===== src/rtl/commit_stage_pkg.sv =====
// Shared ROB-side definitions and the commit-stage state encoding.
// Imported by the commit-stage interface and the commit stage itself.
package commit_stage_pkg;

    localparam int XLEN        = 32;
    localparam int ROB_TAG_LEN = 4;
    localparam logic [4:0] ZERO_REG = 5'd0;

    typedef struct packed {
        logic            valid;
        logic            wr_mem;
        logic [4:0]      dest_reg;
        logic [XLEN-1:0] value;
        logic [XLEN-1:0] dest_addr;
        logic            value_ready;
        logic            address_ready;
    } ROB_ENTRY;

    typedef enum logic [0:0] {
        IDLE      = 1'b0,
        STORE_REQ = 1'b1
    } COMMIT_STATE;

    function automatic logic is_committable(input ROB_ENTRY entry, input logic ready);
        return entry.valid && ready;
    endfunction

endpackage


===== src/rtl/commit_stage_if.sv =====
// Bundle of ROB-head, register-file, map-table and store-port signals around the commit stage.
// The commit stage connects through the master modport; its environment uses slave.
interface commit_stage_if #(
    parameter int CNT_W = 32
);
    import commit_stage_pkg::*;

    ROB_ENTRY                 head_entry;
    logic                     head_ready;
    logic [ROB_TAG_LEN-1:0]   head_tag;
    logic                     commit_pop;
    logic                     rf_wr_en;
    logic [4:0]               rf_wr_idx;
    logic [XLEN-1:0]          rf_wr_data;
    logic                     mt_clear_en;
    logic [4:0]               mt_clear_reg;
    logic [ROB_TAG_LEN-1:0]   mt_clear_tag;
    logic                     mem_req;
    logic [XLEN-1:0]          mem_addr;
    logic [XLEN-1:0]          mem_data;
    logic                     mem_ack;
    logic                     store_busy;
    logic [CNT_W-1:0]         retired_count;

    modport master (
        input  head_entry, head_ready, head_tag, mem_ack,
        output commit_pop, rf_wr_en, rf_wr_idx, rf_wr_data,
               mt_clear_en, mt_clear_reg, mt_clear_tag,
               mem_req, mem_addr, mem_data, store_busy, retired_count
    );

    modport slave (
        output head_entry, head_ready, head_tag, mem_ack,
        input  commit_pop, rf_wr_en, rf_wr_idx, rf_wr_data,
               mt_clear_en, mt_clear_reg, mt_clear_tag,
               mem_req, mem_addr, mem_data, store_busy, retired_count
    );

endinterface


===== src/rtl/commit_stage.sv =====
// In-order retirement stage: writes register results back, handshakes stores to memory,
// and pops the ROB head only once the instruction has fully retired.
module commit_stage
    import commit_stage_pkg::*;
#(
    parameter int CNT_W = 32
) (
    input  logic clock,
    input  logic reset,
    commit_stage_if.master bus
);

    COMMIT_STATE          state_q, state_d;
    logic [XLEN-1:0]      mem_addr_q, mem_addr_d;
    logic [XLEN-1:0]      mem_data_q, mem_data_d;
    logic [CNT_W-1:0]     count_q, count_d;

    logic                   pop_s;
    logic                   rf_wr_en_s;
    logic [4:0]             rf_wr_idx_s;
    logic [XLEN-1:0]        rf_wr_data_s;
    logic                   mt_clear_en_s;
    logic [4:0]             mt_clear_reg_s;
    logic [ROB_TAG_LEN-1:0] mt_clear_tag_s;
    logic                   head_ok_s;
    logic                   head_unused_s;

    assign head_ok_s = is_committable(bus.head_entry, bus.head_ready);
    // Per-field readiness is already folded into head_ready by the ROB.
    assign head_unused_s = bus.head_entry.value_ready & bus.head_entry.address_ready;

    // Next-state and same-cycle commit strobes; strobes held low while reset is asserted.
    always_comb begin
        state_d        = state_q;
        mem_addr_d     = mem_addr_q;
        mem_data_d     = mem_data_q;
        pop_s          = 1'b0;
        rf_wr_en_s     = 1'b0;
        rf_wr_idx_s    = 5'd0;
        rf_wr_data_s   = {XLEN{1'b0}};
        mt_clear_en_s  = 1'b0;
        mt_clear_reg_s = 5'd0;
        mt_clear_tag_s = {ROB_TAG_LEN{1'b0}};
        if (reset) begin
            state_d = IDLE;
        end else begin
            case (state_q)
                IDLE: begin
                    if (head_ok_s && bus.head_entry.wr_mem) begin
                        state_d    = STORE_REQ;
                        mem_addr_d = bus.head_entry.dest_addr;
                        mem_data_d = bus.head_entry.value;
                    end else if (head_ok_s) begin
                        pop_s = 1'b1;
                        if (bus.head_entry.dest_reg != ZERO_REG) begin
                            rf_wr_en_s     = 1'b1;
                            rf_wr_idx_s    = bus.head_entry.dest_reg;
                            rf_wr_data_s   = bus.head_entry.value;
                            mt_clear_en_s  = 1'b1;
                            mt_clear_reg_s = bus.head_entry.dest_reg;
                            mt_clear_tag_s = bus.head_tag;
                        end else begin
                            rf_wr_en_s = 1'b0;
                        end
                    end else begin
                        state_d = IDLE;
                    end
                end
                STORE_REQ: begin
                    // Head is frozen here because nothing pops until the ack arrives.
                    if (bus.mem_ack) begin
                        pop_s   = 1'b1;
                        state_d = IDLE;
                    end else begin
                        state_d = STORE_REQ;
                    end
                end
                default: begin
                    state_d = IDLE;
                end
            endcase
        end
    end

    // Retired-instruction counter wraps naturally at 2^CNT_W.
    always_comb begin
        count_d = count_q;
        if (pop_s) begin
            count_d = count_q + {{(CNT_W-1){1'b0}}, 1'b1};
        end else begin
            count_d = count_q;
        end
    end

    // State, store latch and counter registers with synchronous reset.
    always_ff @(posedge clock) begin
        if (reset) begin
            state_q    <= IDLE;
            mem_addr_q <= {XLEN{1'b0}};
            mem_data_q <= {XLEN{1'b0}};
            count_q    <= {CNT_W{1'b0}};
        end else begin
            state_q    <= state_d;
            mem_addr_q <= mem_addr_d;
            mem_data_q <= mem_data_d;
            count_q    <= count_d;
        end
    end

    assign bus.commit_pop    = pop_s;
    assign bus.rf_wr_en      = rf_wr_en_s;
    assign bus.rf_wr_idx     = rf_wr_idx_s;
    assign bus.rf_wr_data    = rf_wr_data_s;
    assign bus.mt_clear_en   = mt_clear_en_s;
    assign bus.mt_clear_reg  = mt_clear_reg_s;
    assign bus.mt_clear_tag  = mt_clear_tag_s;
    assign bus.mem_req       = (state_q == STORE_REQ);
    assign bus.store_busy    = (state_q == STORE_REQ);
    assign bus.mem_addr      = mem_addr_q;
    assign bus.mem_data      = mem_data_q;
    assign bus.retired_count = count_q;

endmodule


===== src/flat_wrapper.sv =====
// flat-port wrapper written by rule: the top's interface ports become plain ports
module commit_stage_flat import commit_stage_pkg::*;
#(
    parameter int CNT_W = 32
)
  (clock, reset, bus_head_entry, bus_head_ready, bus_head_tag, bus_mem_ack, bus_commit_pop, bus_rf_wr_en, bus_rf_wr_idx, bus_rf_wr_data, bus_mt_clear_en, bus_mt_clear_reg, bus_mt_clear_tag, bus_mem_req, bus_mem_addr, bus_mem_data, bus_store_busy, bus_retired_count);
  commit_stage_if #(.CNT_W(CNT_W)) bus_i ();
  input  logic clock;
  input  logic reset;
  input wire logic [$bits(bus_i.head_entry)-1:0] bus_head_entry;
  input wire logic [$bits(bus_i.head_ready)-1:0] bus_head_ready;
  input wire logic [$bits(bus_i.head_tag)-1:0] bus_head_tag;
  input wire logic [$bits(bus_i.mem_ack)-1:0] bus_mem_ack;
  output wire logic [$bits(bus_i.commit_pop)-1:0] bus_commit_pop;
  output wire logic [$bits(bus_i.rf_wr_en)-1:0] bus_rf_wr_en;
  output wire logic [$bits(bus_i.rf_wr_idx)-1:0] bus_rf_wr_idx;
  output wire logic [$bits(bus_i.rf_wr_data)-1:0] bus_rf_wr_data;
  output wire logic [$bits(bus_i.mt_clear_en)-1:0] bus_mt_clear_en;
  output wire logic [$bits(bus_i.mt_clear_reg)-1:0] bus_mt_clear_reg;
  output wire logic [$bits(bus_i.mt_clear_tag)-1:0] bus_mt_clear_tag;
  output wire logic [$bits(bus_i.mem_req)-1:0] bus_mem_req;
  output wire logic [$bits(bus_i.mem_addr)-1:0] bus_mem_addr;
  output wire logic [$bits(bus_i.mem_data)-1:0] bus_mem_data;
  output wire logic [$bits(bus_i.store_busy)-1:0] bus_store_busy;
  output wire logic [$bits(bus_i.retired_count)-1:0] bus_retired_count;
  assign bus_i.head_entry = bus_head_entry;
  assign bus_i.head_ready = bus_head_ready;
  assign bus_i.head_tag = bus_head_tag;
  assign bus_i.mem_ack = bus_mem_ack;
  assign bus_commit_pop = bus_i.commit_pop;
  assign bus_rf_wr_en = bus_i.rf_wr_en;
  assign bus_rf_wr_idx = bus_i.rf_wr_idx;
  assign bus_rf_wr_data = bus_i.rf_wr_data;
  assign bus_mt_clear_en = bus_i.mt_clear_en;
  assign bus_mt_clear_reg = bus_i.mt_clear_reg;
  assign bus_mt_clear_tag = bus_i.mt_clear_tag;
  assign bus_mem_req = bus_i.mem_req;
  assign bus_mem_addr = bus_i.mem_addr;
  assign bus_mem_data = bus_i.mem_data;
  assign bus_store_busy = bus_i.store_busy;
  assign bus_retired_count = bus_i.retired_count;
  commit_stage #(.CNT_W(CNT_W)) u_core (.clock(clock), .reset(reset), .bus(bus_i));
endmodule

===== config.mk =====
export PLATFORM = sky130hd
export DESIGN_NAME = commit_stage_flat
export DESIGN_NICKNAME = d
export VERILOG_FILES = /design/src/rtl/commit_stage_pkg.sv /design/src/rtl/commit_stage_if.sv /design/src/rtl/commit_stage.sv /design/src/flat_wrapper.sv
export SDC_FILE = /design/constraint.sdc
export NUM_CORES = 1
export LEC_CHECK = 0
export BUFFER_PORTS_ARGS = -buffer_cell sky130_fd_sc_hd__buf_2
export CAP_MARGIN = 20
export CORE_MARGIN = 10
export CORE_UTILIZATION = 48
export DETAILED_ROUTE_END_ITERATION = 7
export PLACE_DENSITY = 0.9
export SLEW_MARGIN = 15
export SYNTH_ARGS = -nofsm -noshare
export SYNTH_HDL_FRONTEND = slang
export SYNTH_SLANG_ARGS = --single-unit

===== constraint.sdc =====
create_clock -name clock -period 3.5 [get_ports clock]
set_input_delay 0.175 -clock clock [delete_from_list [all_inputs] [get_ports clock]]
set_output_delay 0.175 -clock clock [all_outputs]
set_load 0.03 [all_outputs]

Yosys cells after proc, flatten, opt, wreduce, memory -nomap -nowiden
Cells that the tools add are included.
- word-level logic and storage cells: 38
- output and inout bits: 147
- flip-flop bits (word level): 97
- input bits: 81
- bitwise operators: 1
- mux-type cells: 28
- reductions and logical operators: 4
- $add $sub $neg: 1
- operator list (kind ; count):
    2-to-1 mux 32 bit ; 5
    adder 32 x 1 -> 32 bit, second input constant ; 1
    2-to-1 mux 5 bit ; 5
    2-to-1 mux 4 bit ; 5
    2-to-1 mux 1 bit ; 11
    nonzero test 5 bit ; 1
    case mux 1 bit (2 select lines) ; 2
    logical AND 1 bit ; 2
    AND reduction 2 bit ; 1
    inverter 1 bit ; 1

Longest topological paths before layout
- depth in word-level cells: 6
- depth in mapped cells: 7
- mapped depth without buffers: 6

Least setup slack after synthesis
No wires, ideal clock.
- kind: register to output
- start point: register u_core.state_q, in the netlist u_core.bus.mem_req
- end point: output bus_rf_wr_data[22]
- buffers on the path: 1
- slack: 1.286 ns
- required time: 3.325 ns
- arrival time: 2.039 ns
- stages on the path, launching flop included: 5
- cells stage by stage: dfxtp_1 > nor4_1 > o21a_1 > clkbuf_1 > and2_1
- cells in the longest elaborated chain, start to end: 2
- ends and longest elaborated chain (item ; line ; text):
    start, declared ; commit_stage.sv:13 ; COMMIT_STATE state_q, state_d;
    start signal, assigned ; commit_stage.sv:103 ; state_q <= state_d;
    2-to-1 mux 32 bit ; commit_stage.sv:47 ; case (state_q)
    2-to-1 mux 32 bit ; commit_stage.sv:44 ; if (reset) begin
    end, declared ; flat_wrapper.sv:17 ; output wire logic [$bits(bus_i.rf_wr_data)-1:0] bus_rf_wr_data;
No other way between the ends.

Final worst setup path
- start point: register u_core.state_q, in the netlist u_core.bus.mem_req
- end point: output bus_rf_wr_data[17]
Same word-level chain as after synthesis.

==> metrics.md <==
| Metric | Value |
|---|---|
| Critical Path Source | `u_core.bus.mem_req` |
| CP arrival | `2.41 ns` |
| Synth area leaders | `dfxtp_1, nand2_1, a21oi_1, and2_1, xnor2_1` |
| Boundary Pins | `228` |
| Fin nets | `805` |
| Setup TNS | `0 ns` |
| Most frequent cells in the layout | `buf_2, nand2_1, dfxtp_1, a21oi_1, and2_1` |
| Max Cap Violations | `0` |
| Post-synthesis cell type with the largest combined area | `dfxtp_1` |
| Critical-path cell list | `nor4_1, o21a_1, buf_8, and2_1, buf_2` |
| Chip height | `113 um` |
| All-layer global routing usage | `19.3%` |
| Post-Synthesis Cells | `520` |
| Synth Warn # | `0` |
| Crit path to | `bus_rf_wr_data[17]` |
| Drt initial violations | `229` |
| Vias in the first global route | `4192` |
| ANT cells | `0` |
| DP HPWL | `10.2 mm` |
| Crit Path Class | `reg2out` |
| Cell row count | `33` |
| Final clock skew | `0.0140 ns` |
| Clock latency on the worst-skew pair | `0.35 ns` |
| Clk sinks | `97` |
| Residual DRC count | `0` |
| Setup slack after layout | `0.914 ns` |
| Distinct cells, synth | `38` |
| Area Overhead vs Synth | `33.1%` |
| Fill cells | `728` |
| Dpl ws | `0.975 ns` |
| Met1 Usage GRT | `20.5%` |
| Setup bufs post-CTS | `0` |
| Worst endpoint required time | `3.32 ns` |
| Met2 Use GR | `34.0%` |
| Starting Density | `49.7%` |
| Synth Area per Inst | `7.94 um^2` |
| Layout cells sized above 1 | `36.0%` |
| Avg Vias per Cell | `5.09` |
| Max rail drop VDD | `0.221 mV` |
| TritonRoute pass-1 iters | `5` |
| Worst slew pin tran | `1.03 ns` |
| FF-to-FF setup slack | `1.40 ns` |
| Post-layout min period | `2.59 ns` |
| Tcrit/Tclk final | `73.9%` |
| H-tree Lvls | `3` |
| Die ar. | `0.0127 mm^2` |
| Max-slew headroom | `31.3%` |
| Busiest grt layer | `met2` |
| Antenna Nets Post-Route | `0` |
| Commonest non-fill, non-tap cell in the layout | `buf_2` |
| CP top delay family | `simple AND/OR/NAND/NOR gates` |
| Core outline area | `0.00830 mm^2` |
| RePlAce Congestion | `0.824` |
| Die width | `113 um` |
| Synth top area share | `47.0%` |
| Worst-path maximum fanout | `29` |
| Reg-to-Reg Start | `u_core.bus.retired_count[5]` |
| Syn_nets | `602` |
| Reg2Reg Depth | `5` |
| Status | `finished clean` |
| Cts bufs inserted | `9` |
| Total global routing overflow | `0` |
| CP max stage delay | `0.62 ns` |
| Worst-path clk slew | `0.10 ns` |
| Pwr dens | `392 mW/mm^2` |
| Fmax | `387 MHz` |
| Vias | `4240` |
| Synthesized area | `0.00413 mm^2` |
| Number of cells on the critical path | `5` |
| Worst path slowest cell | `nor4_1` |
| Crit end category | `output pin` |
| Lkg Pwr | `2.56 nW` |
| Slew Viols, Final | `0` |
| First-pass GRT wire length | `20.6 mm` |
| Worst path bufs/invs | `2` |
| FF-to-FF End | `u_core.bus.retired_count[31]` |
| Cts repair resizes | `0` |
| Clock buffer depth | `2` |
| Pin count of the biggest net entering global routing | `103` |
| Total Wirelength | `13.3 mm` |
| CTS tree | `built` |
| Register area share after synthesis | `47.0%` |
| RSZ-0062 raised after global routing | `false` |
| Port bufs | `225` |
| Global-route track usage on met3 | `6.50%` |
| CP Launch Type | `register` |
| Hold Vio Cnt, Final | `0` |
| Hold depth | `3` |
| CTS Root Buffer Type | `clkbuf_8` |
| Hold crit path type | `in2reg` |
| Wire per inst | `15.9 um` |
| Synthesis-stage register bit count | `97` |
| Initial antenna violation count | `0` |
| Hold_buf cts | `0` |
| Final setup viols | `0` |
worst min-delay path, delay by kind of cell:
| family | cells | cell delay [ns] |
|---|---|---|
| AO/OA/AOI/OAI | 1 | 0.05 |
| buffers and inverters | 1 | 0.10 |
| AND/OR/NAND/NOR | 1 | 0.04 |
flip-flops by register name (all words and copies together) (netlist names):
| name | flops |
|---|---|
| u_core.bus.mem_data | 32 |
| u_core.bus.retired_count | 32 |
| u_core.bus.mem_addr | 32 |
| u_core.bus.mem_req | 1 |
synthesized netlist by cell type:
library cell and count:
nand2_1 141, dfxtp_1 97, a21oi_1 74, and2_1 43
nor2_1 31, clkbuf_1 23, xnor2_1 20, buf_4 8
inv_1 8, nand3_1 8, nand4_1 7, nor3_2 7
buf_1 6, o21ai_0 6, or3_1 6, and4_1 4
nor3_1 4, mux2_1 3, nor2b_1 3, and3_1 2
nor4_1 2, a21o_2 1, and4bb_1 1, buf_2 1
ha_1 1, nand2b_1 1, nand4_2 1, nand4bb_1 1
nor4_2 1, nor4_4 1, o2111ai_2 1, o21a_1 1
o21ai_1 1, or2_1 1, or2_4 1, or4_1 1
or4_4 1, xor2_1 1
kinds of logic (layout without fill, tap and decap cells):
family / after synthesis / after routing / share of synthesized area (%)
compound gates: 84 / 84 / 10.6
buf+inv: 46 / 254 / 4.94
mux: 3 / 3 / 0.818
flops: 97 / 97 / 47.0
simple gates: 268 / 268 / 31.9
xor+xnor: 21 / 21 / 4.46
fa+ha+maj: 1 / 1 / 0.303
final cells by class:
class	count	area, um^2	share of cell area, %
Multi-Input combinational cell	377	1990	36.1
Clock inverter	6	72.6	1.32
Clock buffer	10	138	2.50
Timing Repair Buffer	230	1200	21.8
Sequential cell	97	1940	35.3
Inverter	8	30.0	0.546
Tap cell	105	131	2.39
how the worst min path moves through the flow:
stage | start | end | slack [ns]
after floorplan | bus_head_entry[2] | u_core.bus.mem_addr[0] | 0.31
after global placement | bus_head_entry[17] | u_core.bus.mem_addr[15] | 0.42
after detailed placement | bus_head_entry[9] | u_core.bus.mem_addr[7] | 0.42
after CTS | bus_head_entry[21] | u_core.bus.mem_addr[19] | 0.03
after global routing | bus_head_entry[29] | u_core.bus.mem_addr[27] | 0.04
final | bus_head_entry[7] | u_core.bus.mem_addr[5] | 0.05
report_power, final:
group / internal, mW / switching, mW / total [mW]
registers: 1.13 / 0.0139 / 1.14
logic: 0.0839 / 0.169 / 0.253
clock network: 0.359 / 0.400 / 0.759
metal layers:
metal	vias to the layer above	part of all wire, %
li1	2089	-
met1	1959	38
met2	169	51
met3	23	8.3
met4	0	2.5
met5	-	0
through the flow:
stage | hold WS (ns) | utilization (%) | std cells | power (mW) | area (um^2)
after floorplan | 0.311 | - | 520 | 1.32 | 4130
after global placement | 0.416 | 63.0 | 814 | 1.41 | 5230
after detailed placement | 0.421 | 63.3 | 815 | 1.42 | 5250
after CTS | 0.0335 | 65.8 | 831 | 2.17 | 5460
after global routing | 0.0410 | 66.2 | 833 | 2.24 | 5500
final | 0.0514 | 66.2 | 833 | 2.15 | 5500
Note: power is estimated with default switching activity, not from simulation.
